[config.mk]
export PLATFORM = sky130hd
export DESIGN_NAME = hwpe_ctrl_uloop_sequencer
export DESIGN_NICKNAME = d
export VERILOG_FILES = /design/src/rtl/hwpe_ctrl_uloop_sequencer.sv
export SDC_FILE = /design/constraint.sdc
export NUM_CORES = 1
export LEC_CHECK = 0
export BUFFER_PORTS_ARGS = -buffer_cell sky130_fd_sc_hd__buf_4
export CAP_MARGIN = 10
export CORE_ASPECT_RATIO = 0.5
export CORE_MARGIN = 2
export CORE_UTILIZATION = 31
export CTS_BUF_LIST = sky130_fd_sc_hd__clkbuf_8 sky130_fd_sc_hd__clkbuf_16
export DETAILED_ROUTE_END_ITERATION = 7
export PLACE_DENSITY = 0.55
export SYNTH_ARGS = -nofsm -noshare
export SYNTH_HDL_FRONTEND = slang
export SYNTH_SLANG_ARGS = --single-unit
[constraint.sdc]
create_clock -name clk_i -period 3.32 [get_ports clk_i]
set_clock_uncertainty 0.05 [all_clocks]
set_input_delay 0.664 -clock clk_i [delete_from_list [all_inputs] [get_ports clk_i]]
set_output_delay 0.664 -clock clk_i [all_outputs]
set_load 0.05 [all_outputs]
[src/rtl/hwpe_ctrl_uloop_sequencer.sv]
// Steps the uloop one iteration at a time and issues one base+offset address
// bundle per iteration to NB_STREAMS independent valid/ready channels.
module hwpe_ctrl_uloop_sequencer #(
  parameter int unsigned NB_STREAMS = 4,
  parameter int unsigned NB_REG     = 4,
  parameter int unsigned REG_WIDTH  = 32,
  parameter int unsigned ADDR_WIDTH = 32,
  parameter int unsigned CNT_WIDTH  = 16
) (
  input  logic                                  clk_i,
  input  logic                                  rst_ni,
  input  logic                                  clear_i,
  input  logic                                  start_i,
  input  logic [NB_STREAMS-1:0][ADDR_WIDTH-1:0] base_addr_i,
  input  logic [NB_STREAMS-1:0]                 stream_en_i,
  output logic                                  busy_o,
  output logic                                  done_o,
  output logic [CNT_WIDTH-1:0]                  nb_iter_o,
  output logic                                  uloop_enable_o,
  output logic                                  uloop_clear_o,
  input  logic                                  uloop_valid_i,
  input  logic                                  uloop_done_i,
  input  logic [NB_REG-1:0][REG_WIDTH-1:0]      uloop_offs_i,
  output logic [NB_STREAMS-1:0][ADDR_WIDTH-1:0] stream_addr_o,
  output logic [NB_STREAMS-1:0]                 stream_valid_o,
  input  logic [NB_STREAMS-1:0]                 stream_ready_i
);

  typedef enum logic [2:0] {
    IDLE   = 3'd0,
    ISSUE  = 3'd1,
    FETCH  = 3'd2,
    WAIT   = 3'd3,
    FINISH = 3'd4
  } state_e;

  state_e                                state_r, state_s;
  logic [NB_STREAMS-1:0]                 mask_r, pending_r, pending_left_s;
  logic [NB_STREAMS-1:0][ADDR_WIDTH-1:0] base_r, addr_r, next_addr_s;
  logic [CNT_WIDTH-1:0]                  cnt_r;
  logic                                  uclear_r;

  // Zero-extend (or truncate) a uloop offset register to address width.
  function automatic logic [ADDR_WIDTH-1:0] offs_ext(input logic [REG_WIDTH-1:0] offs);
    logic [ADDR_WIDTH+REG_WIDTH-1:0] wide;
    wide = {{ADDR_WIDTH{1'b0}}, offs};
    return wide[ADDR_WIDTH-1:0];
  endfunction

  // Channels still waiting after this cycle's handshakes.
  always_comb begin
    pending_left_s = pending_r & ~stream_ready_i;
  end

  // Next bundle addresses, modulo 2^ADDR_WIDTH.
  always_comb begin
    next_addr_s = base_r;
    for (int i = 0; i < NB_STREAMS; i++) begin
      next_addr_s[i] = base_r[i] + offs_ext(uloop_offs_i[i]);
    end
  end

  // State register; clear behaves like reset.
  always_ff @(posedge clk_i or negedge rst_ni) begin
    if (!rst_ni) begin
      state_r <= IDLE;
    end else if (clear_i) begin
      state_r <= IDLE;
    end else begin
      state_r <= state_s;
    end
  end

  // Next-state logic.
  always_comb begin
    state_s = state_r;
    case (state_r)
      IDLE: begin
        if (start_i) state_s = ISSUE;
        else         state_s = IDLE;
      end
      ISSUE: begin
        if (pending_left_s == {NB_STREAMS{1'b0}}) state_s = FETCH;
        else                                      state_s = ISSUE;
      end
      FETCH: state_s = WAIT;
      WAIT: begin
        if (uloop_valid_i) begin
          if (uloop_done_i) state_s = FINISH;
          else              state_s = ISSUE;
        end else begin
          state_s = WAIT;
        end
      end
      FINISH:  state_s = IDLE;
      default: state_s = IDLE;
    endcase
  end

  // Captured configuration, pending mask, addresses and bundle counter.
  always_ff @(posedge clk_i or negedge rst_ni) begin
    if (!rst_ni) begin
      mask_r    <= {NB_STREAMS{1'b0}};
      pending_r <= {NB_STREAMS{1'b0}};
      base_r    <= {(NB_STREAMS*ADDR_WIDTH){1'b0}};
      addr_r    <= {(NB_STREAMS*ADDR_WIDTH){1'b0}};
      cnt_r     <= {CNT_WIDTH{1'b0}};
      uclear_r  <= 1'b0;
    end else if (clear_i) begin
      mask_r    <= {NB_STREAMS{1'b0}};
      pending_r <= {NB_STREAMS{1'b0}};
      base_r    <= {(NB_STREAMS*ADDR_WIDTH){1'b0}};
      addr_r    <= {(NB_STREAMS*ADDR_WIDTH){1'b0}};
      cnt_r     <= {CNT_WIDTH{1'b0}};
      uclear_r  <= 1'b0;
    end else begin
      uclear_r <= 1'b0;
      case (state_r)
        IDLE: begin
          if (start_i) begin
            base_r    <= base_addr_i;
            addr_r    <= base_addr_i;
            mask_r    <= stream_en_i;
            pending_r <= stream_en_i;
            cnt_r     <= {CNT_WIDTH{1'b0}};
            uclear_r  <= 1'b1;
          end
        end
        ISSUE: begin
          pending_r <= pending_left_s;
          if (pending_left_s == {NB_STREAMS{1'b0}}) cnt_r <= cnt_r + CNT_WIDTH'(1);
        end
        WAIT: begin
          if (uloop_valid_i && !uloop_done_i) begin
            addr_r    <= next_addr_s;
            pending_r <= mask_r;
          end
        end
        default: begin
          pending_r <= pending_r;
        end
      endcase
    end
  end

  // Output decode from registered state and pending mask only.
  always_comb begin
    busy_o         = 1'b1;
    done_o         = 1'b0;
    uloop_enable_o = 1'b0;
    stream_valid_o = {NB_STREAMS{1'b0}};
    case (state_r)
      IDLE:    busy_o         = 1'b0;
      ISSUE:   stream_valid_o = pending_r;
      FETCH:   uloop_enable_o = 1'b1;
      WAIT:    busy_o         = 1'b1;
      FINISH:  done_o         = 1'b1;
      default: busy_o         = 1'b0;
    endcase
  end

  assign uloop_clear_o = uclear_r;
  assign stream_addr_o = addr_r;
  assign nb_iter_o     = cnt_r;

endmodule

==> run_results.csv, run 1 <==
group,metric,value,unit
run_status,status,"finished clean",
grt,grt_overflow,0,
floorplan,die-width,340.5,um
timing,rsz0062_at_grt,"false",
worst_setup_path,r2r_start,"base_r[96]$_DFFE_PN0P_",
yosys,ys.flop_type,"dfrtp_1",
floorplan,dieArea,58650,um2
yosys,synth_area,17550,um2
power,p_int,7.380,mW
timing,drv_slew,0,
clock_network,cts_buffers,31,
worst_setup_path,path_common_cell,"a21o_1",
worst_setup_path,critPathRequiredTime,3.75,ns
yosys,yosys.area.top_type_share,40.49,%
yosys,syn-instance-count,1856,
worst_setup_path,end_kind,"flip-flop",
power,power_switching,4.019,mW
floorplan,ios,422,
route,wl_per_cell,20.02,um
power,p_sw_share,35.26,%
clock_network,clk_path_buf_depth,3,
power,seq_power_share,34.9,%
yosys,synth_nets,2255,
worst_setup_path,startpoint,"base_r[96]$_DFFE_PN0P_",
timing,worst_pin_slew,0.6504,ns
clock_network,clock_sinks,284,
power,fin_total_pwr,11.40,mW
route,drc_errors,0,
power,peakVddDrop,0.3866,mV
route,via_per_inst,5.303,
placement,placed_cell_area,22160,um2
final_layout,final_area,23250,um2
final_layout,syn_to_final_growth,32.50,%
clock_network,cts-root-buf,"clkbuf_16",
grt,grt_pass1_vias,16270,
final_layout,drive_gt1_share,26.24,%
route,drt_wl_total,61770,um
yosys,yosysMostFrequentCell,"dfrtp_1",
yosys,syn_area_per_cell,9.456,um2
yosys,synth_common_cells,"284 x dfrtp_1, 193 x o21ai_0, 142 x nand2_1",
flow_run,drv_cap,0,
clock_network,cts.clk_slew.worst_paths,0.07,ns
final_layout,final_cells,3086,
timing,fin_crit,3.137,ns
timing,finalSetupViolCount,0,
floorplan,fp.dieH,172.3,um
grt,grt_pass1_wl,93680,um
yosys,yosysWarnings,0,
timing,finalSetupTns,0,ns
route,firstDrtPassIters,6,
worst_setup_path,start_kind,"flip-flop",
yosys,async_flop_share,100.0,%
clock_network,clkLatencyLatePin,0.61,ns
yosys,yosysUniqueCellTypes,74,
clock_network,h-tree-depth,1,
placement,finalWeightedCongestion,0.9007,
placement,numPortBuffers,421,
power,leakagePower,11.51,nW
yosys,synth_edf_count,0,
floorplan,coreArea,55720,um2
yosys,ys_ff_latch,284,
power,power_density,490.2,nW/um2
worst_setup_path,worstPathArrival,3.57,ns
min_path,hold_path_class,"in -> reg",
timing,max_freq,318.7,MHz
route,ant_nets,0,
power,power_frac_comb,32.6,%
placement,dpl.cell_count,3018,
clock_network,cts_tree,"built",
worst_setup_path,path_cells,"ha_1, fa_1, a21o_1, a21o_1, a2111oi_0, nor2_1, a21o_1, a221oi_1, buf_4, o22ai_1, xnor2_1, o21ai_0",
worst_setup_path,slowest_stage,"fa_1",
yosys,synth_area_leader_cell,"dfrtp_1",
placement,hpwl,46430,um
floorplan,start_util,31.50,%
grt,grt_max_degree,105,
timing,slew_headroom,56.64,%
clock_network,post_cts_buffers,0,
worst_setup_path,crit_type,"reg -> reg",
yosys,synth_seq_area_share,40.49,%
grt,antenna_found_initial,9,
route,vias,16365,
min_path,holdCritStartpoint,"base_addr_i[125]",
timing,finalHoldViolations,0,
final_layout,fin_nets,2695,
worst_setup_path,cp_max_fo,3,
grt,track_usage,20.25,%
yosys,yosys-top-cells-area,"dfrtp_1 40%, ha_1 8.9%, a22o_1 6.5%",
floorplan,num_rows,61,
timing,period_share,94.50,%
power,clockPowerShare,32.6,%
timing,whs,0.2311,ns
route,drt-initial-drc-count,1037,
worst_setup_path,critPathMaxStageDelay,0.41,ns
## final timing paths
kind,to,slack [ns],cells past startpoint
max,stream_addr_o[124]$_DFFE_PN0P_,0.18,12
min,base_r[125]$_DFFE_PN0P_,0.23,3
max reg2reg,stream_addr_o[124]$_DFFE_PN0P_,0.18,12
min reg2reg,stream_addr_o[36]$_DFFE_PN0P_,0.43,2
max in group asynchronous,stream_addr_o[81]$_DFFE_PN0P_,1.70,3
min in group asynchronous,stream_addr_o[20]$_DFFE_PN0P_,0.58,2
## metal layers
layer,vias to the layer above,track usage [%],wire length [um]
met5,-,0,0
met1,8090,24.96,26140
li1,7888,-,-
met4,0,7.183,2125
met3,91,2.474,1668
met2,296,36.66,31840
## state kept, by name (all words and copies together), names as in the netlist
register / cells
state_r: 3
mask_r: 4
base_r: 128
uloop_clear_o: 1
pending_r: 4
nb_iter_o: 16
stream_addr_o: 128
## cells by family after synthesis
| logic type | synth area share (%) |
|---|---|
| AO/OA/AOI/OAI | 30.36 |
| XOR/XNOR | 5.390 |
| adder cells (fa/ha/maj) | 9.368 |
| buffers and inverters | 2.980 |
| flip-flops | 40.49 |
| multiplexers | 1.112 |
| AND/OR/NAND/NOR | 10.30 |
## per-stage QoR
| step | setup slack [ns] | util (%) |
|---|---|---|
| 2_1_floorplan | 0.03471 | - |
| 3_3_place_gp | -0.1848 | 39.76 |
| 3_5_place_dp | -0.2174 | 39.76 |
| 4_1_cts | 0.1832 | 41.70 |
| 5_1_grt | 0.02288 | 41.74 |
| 6_report | 0.1825 | 41.74 |
## area by class of cell
| class | instances | area, um2 |
|---|---|---|
| Multi-Input combinational cell | 1433 | 9960 |
| Fill cell | 5567 | 32460 |
| Sequential cell | 284 | 7107 |
| Antenna cell | 9 | 22.52 |
| Timing Repair Buffer | 518 | 4049 |
| Inverter | 28 | 105.1 |
| Clock inverter | 22 | 221.5 |
| Tap cell | 756 | 945.9 |
| Clock buffer | 36 | 844.6 |
## worst max-delay path, delay by kind of cell, from the launching register on
family / cells / cell delay, ns
AO/OA/AOI/OAI: 7 / 1.46
adder cells (fa/ha/maj): 2 / 0.62
AND/OR/NAND/NOR: 1 / 0.16
XOR/XNOR: 1 / 0.15
flip-flops: 1 / 0.40
buffers and inverters: 1 / 0.17
## power by group through the flow
stage	registers [mW]	logic [mW]	clock network, mW
after detailed placement	4.03	3.71	0
after floorplan	4.55	1.79	0
final	3.98	3.71	3.71
after global routing	4.01	4.04	3.93
after global placement	4.04	3.69	0
after CTS	3.98	3.72	3.80
## placed cells by master, fill, tap and decap left out, drive strengths merged, types with 7 or more instances in the layout
cell,count
a2111oi,7
a211oi,15
a21o,84
a21oi,139
a221oi,8
a22o,131
a22oi,75
a31oi,19
a41oi,7
and2,13
and3,16
buf,517
clkbuf,36
clkinv,10
dfrtp,284
diode,9
ha,125
inv,34
mux2i,15
nand2,142
nand2b,17
nand3,32
nand4,15
nor2,103
nor3,16
o211ai,12
o21a,12
o21ai,204
o21bai,15
or2,9
or3,8
xnor2,64
xor2,44
## repair_timing
item                                    CTS  global route
endpoints found under the hold margin     2             0
hold buffers                              1             0
gates resized for setup                   0             1
endpoints found under the setup margin    0             1
(Power assumes the default switching activity.)
==> inputs of run 2 (changes only) <==
--- a/config.mk
+++ b/config.mk
@@ -8,11 +8,12 @@
 export BUFFER_PORTS_ARGS = -buffer_cell sky130_fd_sc_hd__buf_4
 export CAP_MARGIN = 10
 export CORE_ASPECT_RATIO = 0.5
-export CORE_MARGIN = 2
+export CORE_MARGIN = 1.5
 export CORE_UTILIZATION = 31
 export CTS_BUF_LIST = sky130_fd_sc_hd__clkbuf_8 sky130_fd_sc_hd__clkbuf_16
 export DETAILED_ROUTE_END_ITERATION = 7
-export PLACE_DENSITY = 0.55
+export PLACE_DENSITY_LB_ADDON = 0.12
+export SETUP_SLACK_MARGIN = 0.05
 export SYNTH_ARGS = -nofsm -noshare
 export SYNTH_HDL_FRONTEND = slang
 export SYNTH_SLANG_ARGS = --single-unit
==> run_results.csv, run 2 (same netlist as run 1, synthesis figures left out) <==
group,metric,value,unit
route,drc_errors,0,
worst_setup_path,cpLargestDelayFamily,"compound AO/OA/AOI/OAI gates",
worst_setup_path,critPathRequiredTime,3.79,ns
worst_setup_path,crit_type,"reg -> reg",
clock_network,clk_path_buf_depth,3,
route,drt-initial-drc-count,952,
grt,grt_overflow,0,
final_layout,final_core_util,41.96,%
clock_network,clock_sinks,284,
worst_setup_path,start_kind,"flip-flop",
final_layout,syn_to_final_growth,33.21,%
power,power_density,484.6,nW/um2
floorplan,ios,422,
final_layout,final_cells,3094,
floorplan,fp.dieH,171.3,um
flow_run,drv_cap,0,
worst_setup_path,cp_max_fo,2,
route,firstDrtPassIters,5,
floorplan,die-width,339.5,um
timing,period_share,94.72,%
placement,hpwl,46120,um
power,leakagePower,11.58,nW
route,drt_wl_total,61280,um
final_layout,final_common_cell,"buf_4",
timing,drv_slew,0,
timing,max_freq,318.0,MHz
floorplan,dieArea,58140,um2
placement,finalWeightedCongestion,0.8675,
worst_setup_path,path_common_cell,"o21ai_0",
run_status,status,"finished clean",
timing,finalSetupViolCount,0,
placement,numPortBuffers,421,
route,wl_per_cell,19.81,um
timing,slew_headroom,52.20,%
final_layout,drive_gt1_share,26.70,%
clock_network,h-tree-depth,1,
timing,worst_pin_slew,0.7153,ns
worst_setup_path,cp_num_buf_inv,1,
final_layout,fin_nets,2707,
worst_setup_path,end_kind,"flip-flop",
worst_setup_path,worstPathArrival,3.62,ns
floorplan,start_util,31.50,%
clock_network,clkLatencyLatePin,0.61,ns
worst_setup_path,path_cells,"ha_1, buf_4, a211o_1, a211oi_1, nor3_1, o211ai_1, a21oi_1, o221ai_1, o21ai_0, xnor2_1, o21ai_0",
grt,antenna_found_initial,8,
power,peakVddDrop,0.3685,mV
route,via_per_inst,5.232,
clock_network,cts.clk_slew.worst_paths,0.07,ns
clock_network,cts-root-buf,"clkbuf_16",
min_path,hold_path_class,"in -> reg",
final_layout,final_cell_mix,"513 x buf_4, 284 x dfrtp_1, 193 x o21ai_0",
grt,grt_pass1_vias,16194,
placement,dpl.cell_count,3031,
route,ant_nets,0,
timing,fin_crit,3.145,ns
grt,grt_pass1_wl,93760,um
grt,track_usage,20.46,%
worst_setup_path,critPathMaxStageDelay,0.39,ns
clock_network,post_cts_buffers,0,
timing,finalHoldViolations,0,
clock_network,cts_buffers,30,
worst_setup_path,slowest_stage,"dfrtp_1",
timing,rsz0062_at_grt,"false",
floorplan,coreArea,55720,um2
clock_network,cts_tree,"built",
route,vias,16188,
floorplan,num_rows,61,
grt,grt_max_degree,95,
final_layout,fill_cells,5659,
[run 2: cell count changes in the layout (fill, tap and decap cells not counted), sizes merged]
cell / previous run / this run
clkbuf: 36 / 37
buf: 517 / 530
clkinvlp: 2 / 0
bufinv: 4 / 3
diode: 9 / 8
clkinv: 10 / 8
[run 2: metal layers]
layer / up-vias / track usage (%) / share of wire (%) / wire length [um]
li1: 7890 / - / - / -
met1: 7949 / 26.75 / 44 / 27270
met2: 275 / 35.71 / 50 / 30540
met3: 74 / 2.542 / 3.0 / 1811
met4: 0 / 5.726 / 2.7 / 1666
met5: - / 0 / 0 / 0
[run 2: final timing paths]
check                                           endpoint                    start  cells after the start  slack, ns
setup reg to reg           stream_addr_o[95]$_DFFE_PN0P_   base_r[64]$_DFFE_PN0P_                     11       0.18
hold / removal                    base_r[10]$_DFFE_PN0P_          base_addr_i[10]                      2       0.24
min in group asynchronous         base_r[14]$_DFFE_PN0P_                   rst_ni                      2       0.53
max in group asynchronous       nb_iter_o[3]$_DFFE_PN0P_                   rst_ni                      3       1.70
setup / recovery           stream_addr_o[95]$_DFFE_PN0P_   base_r[64]$_DFFE_PN0P_                     11       0.18
hold reg to reg                  base_r[125]$_DFFE_PN0P_  base_r[125]$_DFFE_PN0P_                      2       0.43
[run 2: area by class of cell]
class / instances / area [um2] / share of cell area [%]
Tap cell: 756 / 945.9 / 4.046
Antenna cell: 8 / 20.02 / 0.08563
Inverter: 28 / 105.1 / 0.4496
Sequential cell: 284 / 7107 / 30.40
Clock inverter: 17 / 176.4 / 0.7546
Multi-Input combinational cell: 1433 / 9981 / 42.69
Timing Repair Buffer: 531 / 4197 / 17.95
Clock buffer: 37 / 847.1 / 3.623
[run 2: where the power goes]
| part | switching, mW | leakage (nW) | internal (mW) |
|---|---|---|---|
| logic | 2.23 | 7.22 | 1.51 |
| clock network | 1.57 | 0.529 | 2.04 |
| registers | 0.203 | 3.83 | 3.77 |
| total | 4.01 | 11.6 | 7.32 |
[run 2: worst reg2reg max path: cells and delay by family, from the launching register on]
family	cells	cell delay [ns]
AO/OA/AOI/OAI	7	1.91
flip-flops	1	0.39
adder cells (fa/ha/maj)	1	0.23
XOR/XNOR	1	0.23
buffers and inverters	1	0.15
AND/OR/NAND/NOR	1	0.12
[run 2: what timing repair did]
item                                    CTS  global route
gates resized for setup                   0             5
hold endpoints to repair                 52             0
hold buffers                              1             0
endpoints found under the setup margin    0             6
[run 2: metrics by stage]
stage	hold slack [ns]	cell area (um2)	setup TNS (ns)	setup WS (ns)	power (mW)
after floorplan	0.3184	17550	0	0.05173	6.335
after global placement	0.4145	22310	-1.402	-0.2126	7.782
after detailed placement	0.4209	22310	-2.021	-0.2356	7.780
after CTS	0.1888	23340	0	0.1674	11.48
after global routing	0.2001	23380	0	0.05534	11.99
final	0.2351	23380	0	0.1754	11.33
